--- src/rtl/keypress_sequencer_if.sv ---
// Cipher request/acknowledge bus between keypress_sequencer and the Enigma core.
// The sequencer drives the request side (master); the cipher core answers (slave).
interface keypress_sequencer_if;
    logic       enc_req;
    logic [4:0] enc_letter;
    logic       enc_ack;
    logic [4:0] enc_result;

    modport master (
        output enc_req,
        output enc_letter,
        input  enc_ack,
        input  enc_result
    );

    modport slave (
        input  enc_req,
        input  enc_letter,
        output enc_ack,
        output enc_result
    );
endinterface

--- src/rtl/keypress_sequencer.sv ---
// keypress_sequencer: turns raw PS/2 set-2 scan bytes into letter presses,
// issues one cipher request per press, and keeps a short history of
// ciphertext letters for the seven-segment display.
//
// Optional feature macro: BACKSPACE_EN
//   defined   - make code 66 deletes the newest history entry while idle,
//               and pulses overrun if it arrives while a request is pending.
//   undefined - 66 is treated like any other non-letter code (ignored).
module keypress_sequencer #(
    parameter int DIGITS  = 4,     // history depth, 1..8
    parameter int TIMEOUT = 1024   // ack wait budget in cycles, >= 2
) (
    input  logic                  clock,
    input  logic                  reset_L,
    input  logic                  scan_valid,
    input  logic [7:0]            scan_code,
    keypress_sequencer_if.master  enc,
    output logic [5*DIGITS-1:0]   disp_letters,
    output logic [3:0]            disp_count,
    output logic                  busy,
    output logic                  overrun,
    output logic                  timeout_err
);

    localparam logic [7:0] CODE_BRK  = 8'hF0;
    localparam logic [7:0] CODE_EXT  = 8'hE0;
    localparam logic [4:0] BLANK     = 5'h1F;
    localparam int         CNT_W     = $clog2(TIMEOUT);
    localparam logic [CNT_W-1:0] CNT_LAST  = CNT_W'(TIMEOUT - 1);
    localparam logic [3:0]       COUNT_MAX = 4'(DIGITS);

    typedef enum logic [1:0] {D_IDLE, D_BRK, D_EXT, D_EXTBRK} dstate_t;
    typedef enum logic       {S_IDLE, S_WAIT} istate_t;

    dstate_t          r_dstate;
    istate_t          r_istate;
    logic             r_held_valid;
    logic [7:0]       r_held_code;
    logic             r_enc_req;
    logic [4:0]       r_enc_letter;
    logic             r_busy;
    logic             r_overrun;
    logic             r_timeout_err;
    logic [CNT_W-1:0] r_cnt;
    logic [4:0]       r_hist [DIGITS];
    logic [3:0]       r_disp_count;

    logic             w_is_letter;
    logic [4:0]       w_letter_idx;
    logic             w_make;
    logic             w_repeat;
    logic             w_press;
    logic             w_press_drop;
    logic             w_ack_done;
    logic             w_bksp_hit;
    logic             w_bksp_del;
    logic             w_bksp_ovr;

    // Map a set-2 make code to its letter index (A=0 .. Z=25).
    // NOTE: every always_comb output gets a default first so no latch is inferred.
    always_comb begin
        w_is_letter  = 1'b1;
        w_letter_idx = 5'd0;
        case (scan_code)
            8'h1C: w_letter_idx = 5'd0;
            8'h32: w_letter_idx = 5'd1;
            8'h21: w_letter_idx = 5'd2;
            8'h23: w_letter_idx = 5'd3;
            8'h24: w_letter_idx = 5'd4;
            8'h2B: w_letter_idx = 5'd5;
            8'h34: w_letter_idx = 5'd6;
            8'h33: w_letter_idx = 5'd7;
            8'h43: w_letter_idx = 5'd8;
            8'h3B: w_letter_idx = 5'd9;
            8'h42: w_letter_idx = 5'd10;
            8'h4B: w_letter_idx = 5'd11;
            8'h3A: w_letter_idx = 5'd12;
            8'h31: w_letter_idx = 5'd13;
            8'h44: w_letter_idx = 5'd14;
            8'h4D: w_letter_idx = 5'd15;
            8'h15: w_letter_idx = 5'd16;
            8'h2D: w_letter_idx = 5'd17;
            8'h1B: w_letter_idx = 5'd18;
            8'h2C: w_letter_idx = 5'd19;
            8'h3C: w_letter_idx = 5'd20;
            8'h2A: w_letter_idx = 5'd21;
            8'h1D: w_letter_idx = 5'd22;
            8'h22: w_letter_idx = 5'd23;
            8'h35: w_letter_idx = 5'd24;
            8'h1A: w_letter_idx = 5'd25;
            default: w_is_letter = 1'b0;
        endcase
    end

    // A letter make in D_IDLE is a press unless it repeats the held key.
    assign w_make       = scan_valid && (r_dstate == D_IDLE) && w_is_letter;
    assign w_repeat     = w_make && r_held_valid && (r_held_code == scan_code);
    assign w_press      = w_make && !w_repeat;
    assign w_press_drop = w_press && r_busy;
    assign w_ack_done   = (r_istate == S_WAIT) && enc.enc_ack;

`ifdef BACKSPACE_EN
    assign w_bksp_hit = scan_valid && (r_dstate == D_IDLE) && (scan_code == 8'h66);
`else
    assign w_bksp_hit = 1'b0;
`endif
    assign w_bksp_del = w_bksp_hit && !r_busy;
    assign w_bksp_ovr = w_bksp_hit && r_busy;

    // Decode FSM: track F0/E0 prefixes and the currently held letter key.
    // NOTE: state registers use non-blocking assignments so every flop samples pre-edge values.
    always_ff @(posedge clock or negedge reset_L) begin
        if (!reset_L) begin
            r_dstate     <= D_IDLE;
            r_held_valid <= 1'b0;
            r_held_code  <= 8'h00;
        end else if (scan_valid) begin
            case (r_dstate)
                D_IDLE: begin
                    if (scan_code == CODE_BRK) begin
                        r_dstate <= D_BRK;
                    end else if (scan_code == CODE_EXT) begin
                        r_dstate <= D_EXT;
                    end else if (w_press) begin
                        // The key is held even if the press itself is dropped.
                        r_held_valid <= 1'b1;
                        r_held_code  <= scan_code;
                    end
                end
                D_BRK: begin
                    r_dstate <= D_IDLE;
                    if (r_held_valid && (scan_code == r_held_code)) begin
                        r_held_valid <= 1'b0;
                    end
                end
                D_EXT: begin
                    r_dstate <= (scan_code == CODE_BRK) ? D_EXTBRK : D_IDLE;
                end
                default: begin
                    r_dstate <= D_IDLE;
                end
            endcase
        end
    end

    // Issue FSM: one outstanding cipher request, abandoned after TIMEOUT cycles.
    always_ff @(posedge clock or negedge reset_L) begin
        if (!reset_L) begin
            r_istate      <= S_IDLE;
            r_enc_req     <= 1'b0;
            r_enc_letter  <= 5'd0;
            r_busy        <= 1'b0;
            r_overrun     <= 1'b0;
            r_timeout_err <= 1'b0;
            r_cnt         <= '0;
        end else begin
            r_overrun     <= w_press_drop || w_bksp_ovr;
            r_timeout_err <= 1'b0;
            case (r_istate)
                S_IDLE: begin
                    if (w_press) begin
                        r_enc_letter <= w_letter_idx;
                        r_enc_req    <= 1'b1;
                        r_busy       <= 1'b1;
                        r_cnt        <= '0;
                        r_istate     <= S_WAIT;
                    end
                end
                default: begin
                    // Ack takes priority over an expiring counter.
                    if (enc.enc_ack) begin
                        r_enc_req <= 1'b0;
                        r_busy    <= 1'b0;
                        r_istate  <= S_IDLE;
                    end else if (r_cnt == CNT_LAST) begin
                        r_enc_req     <= 1'b0;
                        r_busy        <= 1'b0;
                        r_timeout_err <= 1'b1;
                        r_istate      <= S_IDLE;
                    end else begin
                        r_cnt <= r_cnt + CNT_W'(1);
                    end
                end
            endcase
        end
    end

    // History: push ciphertext on ack, optionally pop newest on backspace.
    // NOTE: the history array is reset because blank (1F) slots are visible on the display.
    always_ff @(posedge clock or negedge reset_L) begin
        if (!reset_L) begin
            for (int k = 0; k < DIGITS; k++) begin
                r_hist[k] <= BLANK;
            end
            r_disp_count <= 4'd0;
        end else if (w_ack_done) begin
            for (int k = DIGITS - 1; k > 0; k--) begin
                r_hist[k] <= r_hist[k-1];
            end
            r_hist[0] <= enc.enc_result;
            if (r_disp_count != COUNT_MAX) begin
                r_disp_count <= r_disp_count + 4'd1;
            end
        end else if (w_bksp_del && (r_disp_count != 4'd0)) begin
            for (int k = 0; k < DIGITS - 1; k++) begin
                r_hist[k] <= r_hist[k+1];
            end
            r_hist[DIGITS-1] <= BLANK;
            r_disp_count     <= r_disp_count - 4'd1;
        end
    end

    // Flatten the history into the display bus, slot 0 in the low bits.
    always_comb begin
        disp_letters = '0;
        for (int k = 0; k < DIGITS; k++) begin
            disp_letters[5*k +: 5] = r_hist[k];
        end
    end

    assign enc.enc_req    = r_enc_req;
    assign enc.enc_letter = r_enc_letter;
    assign disp_count     = r_disp_count;
    assign busy           = r_busy;
    assign overrun        = r_overrun;
    assign timeout_err    = r_timeout_err;

endmodule

--- src/flat_wrapper.sv ---
// flat-port wrapper written by rule: the top's interface ports become plain ports
module keypress_sequencer_flat 
#(
    parameter int DIGITS  = 4,                           
    parameter int TIMEOUT = 1024                                     
)
  (clock, reset_L, scan_valid, scan_code, disp_letters, disp_count, busy, overrun, timeout_err, enc_enc_req, enc_enc_letter, enc_enc_ack, enc_enc_result);
  keypress_sequencer_if enc_i ();
  input  logic clock;
  input  logic reset_L;
  input  logic scan_valid;
  input  logic [7:0] scan_code;
  output logic [5*DIGITS-1:0] disp_letters;
  output logic [3:0] disp_count;
  output logic busy;
  output logic overrun;
  output logic timeout_err;
  output wire logic [$bits(enc_i.enc_req)-1:0] enc_enc_req;
  output wire logic [$bits(enc_i.enc_letter)-1:0] enc_enc_letter;
  input wire logic [$bits(enc_i.enc_ack)-1:0] enc_enc_ack;
  input wire logic [$bits(enc_i.enc_result)-1:0] enc_enc_result;
  assign enc_enc_req = enc_i.enc_req;
  assign enc_enc_letter = enc_i.enc_letter;
  assign enc_i.enc_ack = enc_enc_ack;
  assign enc_i.enc_result = enc_enc_result;
  keypress_sequencer #(.DIGITS(DIGITS), .TIMEOUT(TIMEOUT)) u_core (.clock(clock), .reset_L(reset_L), .scan_valid(scan_valid), .scan_code(scan_code), .enc(enc_i), .disp_letters(disp_letters), .disp_count(disp_count), .busy(busy), .overrun(overrun), .timeout_err(timeout_err));
endmodule
--- config.mk ---
export PLATFORM = sky130hd
export DESIGN_NAME = keypress_sequencer_flat
export DESIGN_NICKNAME = d
export VERILOG_FILES = /design/src/rtl/keypress_sequencer_if.sv /design/src/rtl/keypress_sequencer.sv /design/src/flat_wrapper.sv
export SDC_FILE = /design/constraint.sdc
export NUM_CORES = 1
export LEC_CHECK = 0
export BUFFER_PORTS_ARGS = -buffer_cell sky130_fd_sc_hd__buf_2
export CAP_MARGIN = 20
export CORE_AREA = 2 2 76 85
export DETAILED_ROUTE_END_ITERATION = 8
export DIE_AREA = 0 0 78 87
export HOLD_SLACK_MARGIN = 0.12
export PLACE_DENSITY_LB_ADDON = 0.25
export SLEW_MARGIN = 5
export SYNTH_ARGS = -nofsm -noshare
export SYNTH_HDL_FRONTEND = slang
export SYNTH_SLANG_ARGS = --single-unit
--- constraint.sdc ---
create_clock -name clock -period 2.5 [get_ports clock]
set_input_delay 0.375 -clock clock [delete_from_list [all_inputs] [get_ports clock]]
set_output_delay 0.375 -clock clock [all_outputs]
set_load 0.005 [all_outputs]
==> results of run 1 <==
## cell usage after synthesis (3+ instances only)
| master | count | area [sq um] |
|---|---|---|
| and2_1 | 3 | 18.77 |
| dfstp_2 | 20 | 525.5 |
| xnor2_1 | 13 | 113.9 |
| inv_1 | 11 | 41.29 |
| nor2b_1 | 5 | 31.28 |
| mux2_1 | 4 | 45.04 |
| or4_1 | 3 | 22.52 |
| nand3_1 | 8 | 40.04 |
| ha_1 | 3 | 37.54 |
| nand2_1 | 15 | 56.30 |
| o21ai_0 | 12 | 60.06 |
| nor3b_1 | 4 | 30.03 |
| a21oi_1 | 7 | 35.03 |
| xor2_1 | 3 | 26.28 |
| mux2_2 | 28 | 315.3 |
| clkbuf_1 | 7 | 26.28 |
| buf_2 | 4 | 20.02 |
| dfrtp_1 | 34 | 850.8 |
| nor2_1 | 20 | 75.07 |
| nand2b_1 | 9 | 56.30 |
| nor3_1 | 7 | 35.03 |
| nand4_1 | 5 | 31.28 |
| o22ai_1 | 3 | 18.77 |
## worst reg2reg max path, stage by stage (launching register included)
cell,delay (ps)
dfrtp_1,410
ha_1,250
and3_1,190
a41oi_1,400
nand4_1,280
nor2_1,190
xnor2_1,130
nor2_1,50
## path summary, 6_finish.rpt
kind	endpoint	depth (start not counted)
worst max-delay path	u_core.enc.enc_letter[1]	7
worst min-delay path	u_core.r_dstate[0]	2
worst max register to register	u_core.r_cnt[5]	7
worst min register to register	u_core.enc.enc_letter[0]	1
max in group asynchronous	u_core.disp_letters[12]	3
min in group asynchronous	u_core.enc.enc_letter[4]	2
## through the flow
| stage | worst slack [ps] | hold slack, ps | instances |
|---|---|---|---|
| global route | 231.4 | 280.4 | 412 |
| global placement | 78.52 | 218.6 | 403 |
| floorplan | 151.6 | 79.41 | 271 |
| detailed placement | 29.64 | 222.4 | 403 |
| finish | 368.0 | 275.3 | 412 |
| CTS | 360.2 | 260.1 | 412 |
## metal layers
| metal | GRT usage, % | wire length (um) | vias to the layer above |
|---|---|---|---|
| met1 | 20.03 | 2319 | 1025 |
| met2 | 31.03 | 2903 | 56 |
| met3 | 4.149 | 261 | 12 |
| li1 | - | - | 1084 |
| met5 | 0 | 0 | - |
| met4 | 7.974 | 119 | 0 |
## logic make-up (layout without fill, tap and decap cells)
| group | after synthesis | in the layout | share of synthesized area, % |
|---|---|---|---|
| buffers and inverters | 27 | 88 | 4.185 |
| multiplexers | 34 | 34 | 13.11 |
| AND/OR/NAND/NOR | 94 | 94 | 18.25 |
| XOR/XNOR | 16 | 16 | 4.832 |
| adder cells (fa/ha/maj) | 3 | 3 | 1.294 |
| AO/OA/AOI/OAI | 43 | 43 | 10.87 |
| flip-flops | 54 | 54 | 47.45 |
## repair_timing
item                      4_1_cts  5_1_grt
hold buffers                    1        0
resized for setup               0        0
hold endpoints to repair        6        0
## report_power, final
part / internal [mW] / switching (mW)
registers: 1.20 / 0.142
logic: 0.361 / 0.258
clock network: 0.228 / 0.276
total: 1.79 / 0.676
## sequential cells by signal, indices dropped and copies added, names as in the netlist
| signal | count |
|---|---|
| u_core.disp_count | 4 |
| u_core.r_held_valid | 1 |
| u_core.timeout_err | 1 |
| u_core.r_dstate | 2 |
| u_core.r_istate | 1 |
| u_core.disp_letters | 20 |
| u_core.overrun | 1 |
| u_core.enc.enc_letter | 5 |
| u_core.enc.enc_req | 1 |
| u_core.r_cnt | 10 |
| u_core.r_held_code | 8 |
## cell type report
cell class              instances  area share (%)
clock inverters                 2          0.5106
clock buffers                   6           2.407
well taps                      80           2.918
multi-input cells             190           40.88
inverters                      11           1.204
flip-flops and latches         54           40.12
repair buffers                 69           11.96
==> impl_metrics.env, run 1 <==
export IMPL_ioPinCount=50
export IMPL_placed_area_sq_um=3321
export IMPL_cp_start_kind="input pin"
export IMPL_skew_ps=11.32
export IMPL_cap_violations=0
export IMPL_syn_instance_count=271
export IMPL_drive_gt1_share_pct=39.76
export IMPL_syn_area_sq_um=2900
export IMPL_crit_family="simple AND/OR/NAND/NOR gates"
export IMPL_syn_to_final_growth_pct=18.29
export IMPL_regArea_sq_um=1376
export IMPL_dr_pass1_iters=4
export IMPL_finalCriticalPeriod_ps=2132
export IMPL_drtIter0Drc=68
export IMPL_rrSetupSlack_ps=500
export IMPL_worst_setup_path_type="input pin to flop"
export IMPL_core_area_sq_um=6006
export IMPL_endpoint_kind="flop"
export IMPL_tns_ps=0
export IMPL_rows=30
export IMPL_rsz0062_at_grt="false"
export IMPL_critPathBufInv=1
export IMPL_synth_avg_cell_area_sq_um=10.70
export IMPL_cp_max_fo=11
export IMPL_setup_viol=0
export IMPL_hp_start="scan_valid"
export IMPL_slew_violations=0
export IMPL_cp_slowest_cell="or4b_1"
export IMPL_worst_ep_arrival_time_ps=2330
export IMPL_yosysSeqAreaShare_pct=47.45
export IMPL_multi_input_area_sq_um=1403
export IMPL_route_detailed_drc=0
export IMPL_reg2reg_from="u_core.r_cnt[0]"
export IMPL_cts_sinks=54
export IMPL_die_area_sq_um=6786
export IMPL_synth_edf_count=0
export IMPL_ys_types=57
export IMPL_antenna_found_initial=0
export IMPL_p_total_mw=2.462
export IMPL_outcome="complete, no violations"
export IMPL_diodes=0
export IMPL_worst_ep_required_time_ps=2700
export IMPL_fillers=560
export IMPL_fin_crit_sh_pct=85.28
export IMPL_grt_use_total_pct=17.48
export IMPL_clockBufferDepth=2
export IMPL_ant_nets=0
export IMPL_yosys_warnings=0
export IMPL_die_height_um=87
export IMPL_cts_buffers=5
export IMPL_via_per_inst=5.284
export IMPL_hpwl_um=4398
export IMPL_globalRoute_totalOverflow=0
export IMPL_final_cell_mix="buf_2, dfrtp_1, mux2_2"
export IMPL_fin_util_pct=57.13
export IMPL_start_util_pct=48.29
export IMPL_place_congestion=0.8841
export IMPL_clock_fmax_ghz=0.4690
export IMPL_timing_hold_violations_final=0
export IMPL_cts_tree="done"
export IMPL_peakVddDrop_v=0.0003537
export IMPL_hold_path_class="input pin to flop"
export IMPL_cellPowerDensity_nw_per_um2=717.6
export IMPL_final_common_cell="buf_2"
export IMPL_p_leak_nw=1.569
export IMPL_async_reset_ff_share_pct=100.0
export IMPL_vias=2177
export IMPL_first_global_vias=2094
export IMPL_cts_htree_levels=2
export IMPL_slew_headroom_pct=58.47
export IMPL_wl_per_cell_um=13.60
export IMPL_synth_main_ff_cell="dfrtp_1"
export IMPL_worstSetupStartpoint="scan_code[4]"
export IMPL_ys_seq_elements=54
export IMPL_grt_pass1_wl_um=9342
export IMPL_post_cts_buffers=0
export IMPL_cpPeakStageDelay_ps=600
export IMPL_final_area_sq_um=3431
export IMPL_nNetsFinal=351
export IMPL_cp_cell_sequence="buf_2 > or4b_1 > a2111oi_4 > nor4_2 > nand4b_2 > o211a_1 > mux2_1"
export IMPL_root_buffer="clkbuf_8"
export IMPL_clk_pin_slew_ps=100
export IMPL_grt_max_degree=29
export IMPL_syn_nets=291
export IMPL_port_buffers=49
export IMPL_dieWidth_um=78
export IMPL_tightest_slew_ps=614.3
export IMPL_wl_um=5602
export IMPL_clk_latency_ps=310
Power figures use the tool's default switching activity.
==> run 2, diff against run 1 <==
--- a/config.mk
+++ b/config.mk
@@ -12,6 +12,7 @@
 export DIE_AREA = 0 0 78 87
 export HOLD_SLACK_MARGIN = 0.12
 export PLACE_DENSITY_LB_ADDON = 0.25
+export RECOVER_POWER = 25
 export SLEW_MARGIN = 5
 export SYNTH_ARGS = -nofsm -noshare
 export SYNTH_HDL_FRONTEND = slang
==> run 2 against run 1 <==
  * Routed wire length about the same
  * Sequential share of layout area grew 0.088 points
  * Fmax unchanged
  * First-iteration DRC count down 10%
  * Die area stayed put
  * Largest power group unchanged
  * Critical endpoint unchanged
  * Highest routed layer unchanged
  * Combinational power about the same
==> impl_metrics.env, run 2 (same netlist as run 1, synthesis figures left out) <==
export IMPL_slew_headroom_pct=35.30
export IMPL_syn_to_final_growth_pct=18.03
export IMPL_cts_tree="done"
export IMPL_drive_gt1_share_pct=39.16
export IMPL_setup_viol=0
export IMPL_cp_slowest_cell="or4b_1"
export IMPL_clock_fmax_ghz=0.4690
export IMPL_timing_final_ws_setup_ps=368.0
export IMPL_pwr_share_clk_pct=20.5
export IMPL_reg2reg_from="u_core.r_cnt[0]"
export IMPL_busiest_layer="met2"
export IMPL_grtUsageMet1_pct=20.03
export IMPL_critPathBufInv=1
export IMPL_cap_violations=0
export IMPL_final_cell_mix="buf_2, dfrtp_1, mux2_2"
export IMPL_cts_htree_levels=2
export IMPL_outcome="complete, no violations"
export IMPL_worst_setup_path_type="input pin to flop"
export IMPL_start_util_pct=48.29
export IMPL_worstSetupStartpoint="scan_code[4]"
export IMPL_final_common_cell="buf_2"
export IMPL_cts_buffers=5
export IMPL_grt_use_met2_pct=31.03
export IMPL_p_leak_nw=1.561
export IMPL_finalCriticalPeriod_ps=2132
export IMPL_clk_latency_ps=310
export IMPL_first_global_vias=2094
export IMPL_rows=30
export IMPL_globalRoute_totalOverflow=0
export IMPL_tns_ps=0
export IMPL_cts_sinks=54
export IMPL_rsz0062_at_grt="false"
export IMPL_drtIter0Drc=61
export IMPL_timing_hold_violations_final=0
export IMPL_use_met3_pct=4.149
export IMPL_ant_nets=0
export IMPL_vias=2177
export IMPL_cellPowerDensity_nw_per_um2=718.8
export IMPL_endpoint_kind="flop"
export IMPL_grt_use_total_pct=17.48
export IMPL_cp_max_fo=11
export IMPL_die_area_sq_um=6786
export IMPL_worst_ep_required_time_ps=2700
export IMPL_tightest_slew_ps=970.5
export IMPL_ioPinCount=50
export IMPL_dr_pass1_iters=4
export IMPL_worst_ep_arrival_time_ps=2330
export IMPL_net_switching_power_mw=0.6760
export IMPL_largest_register_ffs=20
export IMPL_peakVddDrop_v=0.0003537
export IMPL_fillers=562
export IMPL_place_congestion=0.8841
export IMPL_port_buffers=49
export IMPL_cpPeakStageDelay_ps=600
export IMPL_nNetsFinal=351
export IMPL_p_seq_share_pct=54.4
export IMPL_hpwl_um=4398
export IMPL_place_ws_ps=29.64
export IMPL_grt_max_degree=29
export IMPL_grt_pass1_wl_um=9342
export IMPL_wl_um=5601
export IMPL_core_area_sq_um=6006
export IMPL_combinationalPowerShare_pct=25.1
export IMPL_root_buffer="clkbuf_8"
export IMPL_antenna_found_initial=0
export IMPL_cp_cell_sequence="buf_2 > or4b_1 > a2111oi_4 > nor4_2 > nand4b_2 > o211a_1 > mux2_1"
export IMPL_hp_start="scan_valid"
export IMPL_slew_violations=0
export IMPL_clk_pin_slew_ps=100
export IMPL_post_cts_buffers=0
export IMPL_skew_ps=11.32
export IMPL_clockBufferDepth=2
export IMPL_die_height_um=87
export IMPL_cp_start_kind="input pin"
export IMPL_dieWidth_um=78
export IMPL_via_per_inst=5.284
export IMPL_route_detailed_drc=0
export IMPL_diodes=0
export IMPL_p_int_mw=1.785
export IMPL_switching_share_pct=27.47
export IMPL_hold_path_class="input pin to flop"
export IMPL_wl_per_cell_um=13.59
export IMPL_crit_family="simple AND/OR/NAND/NOR gates"
export IMPL_fin_crit_sh_pct=85.28
[run 2: changes by cell type in the layout (fill, tap and decap cells not counted)]
cell / delta
buf_4: -2
clkbuf_1: +2
buf_2: -1
clkbuf_2: +1
[run 2: path summary, 6_finish.rpt]
kind / slack (ps) / to / cells after the start
min in group asynchronous: 500 / u_core.enc.enc_letter[4] / 2
min: 280 / u_core.r_dstate[0] / 2
max reg2reg: 500 / u_core.r_cnt[5] / 7
min reg2reg: 490 / u_core.enc.enc_letter[0] / 1
max: 370 / u_core.enc.enc_letter[1] / 7
max in group asynchronous: 790 / u_core.timeout_err / 3
[run 2: per-stage QoR]
step | power (mW) | area (sq um) | cells | util [%] | hold WS (ps)
3_5_place_dp | 1.990 | 3321 | 403 | 55.29 | 222.4
6_report | 2.461 | 3423 | 412 | 57.00 | 275.3
4_1_cts | 2.499 | 3431 | 412 | 57.13 | 260.1
2_1_floorplan | 1.711 | 2900 | 271 | - | 79.41
5_1_grt | 2.620 | 3423 | 412 | 57.00 | 280.4
3_3_place_gp | 1.957 | 3321 | 403 | 55.29 | 218.6
[run 2: power by group through the flow]
| stage | Clock [mW] | Combinational, mW | Sequential [mW] |
|---|---|---|---|
| after floorplan | 0 | 0.352 | 1.36 |
| after global placement | 0 | 0.615 | 1.34 |
| after detailed placement | 0 | 0.628 | 1.36 |
| after CTS | 0.524 | 0.630 | 1.34 |
| after global routing | 0.557 | 0.688 | 1.37 |
| final | 0.504 | 0.618 | 1.34 |
[run 2: area by class of cell]
cell class	instances	area, sq um	share of cell area (%)
clock buffer	6	82.58	2.412
clock inverter	2	17.52	0.5117
inverter	11	41.29	1.206
multi-input combinational	190	1403	40.97
sequential	54	1376	40.20
tap	80	100.1	2.924
timing repair buffer	69	402.9	11.77
[run 2: repair_timing]
action | CTS | global route
gates resized for setup | 0 | 0
hold buffers | 1 | 0
endpoints found under the hold margin | 6 | 0
[run 2: worst reg2reg max path: stages (launching register included)]
cell and delay, ps:
dfrtp_1 410, ha_1 250, and3_1 190, a41oi_1 400
nand4_1 280, nor2_1 190, xnor2_1 130, nor2_1 50
[run 2: routing by layer]
layer / vias to the layer above / part of all wire [%] / wire, um
li1: 1084 / - / -
met1: 1025 / 41 / 2319
met3: 12 / 4.7 / 261
met2: 56 / 52 / 2902
met4: 0 / 2.1 / 119
met5: - / 0 / 0
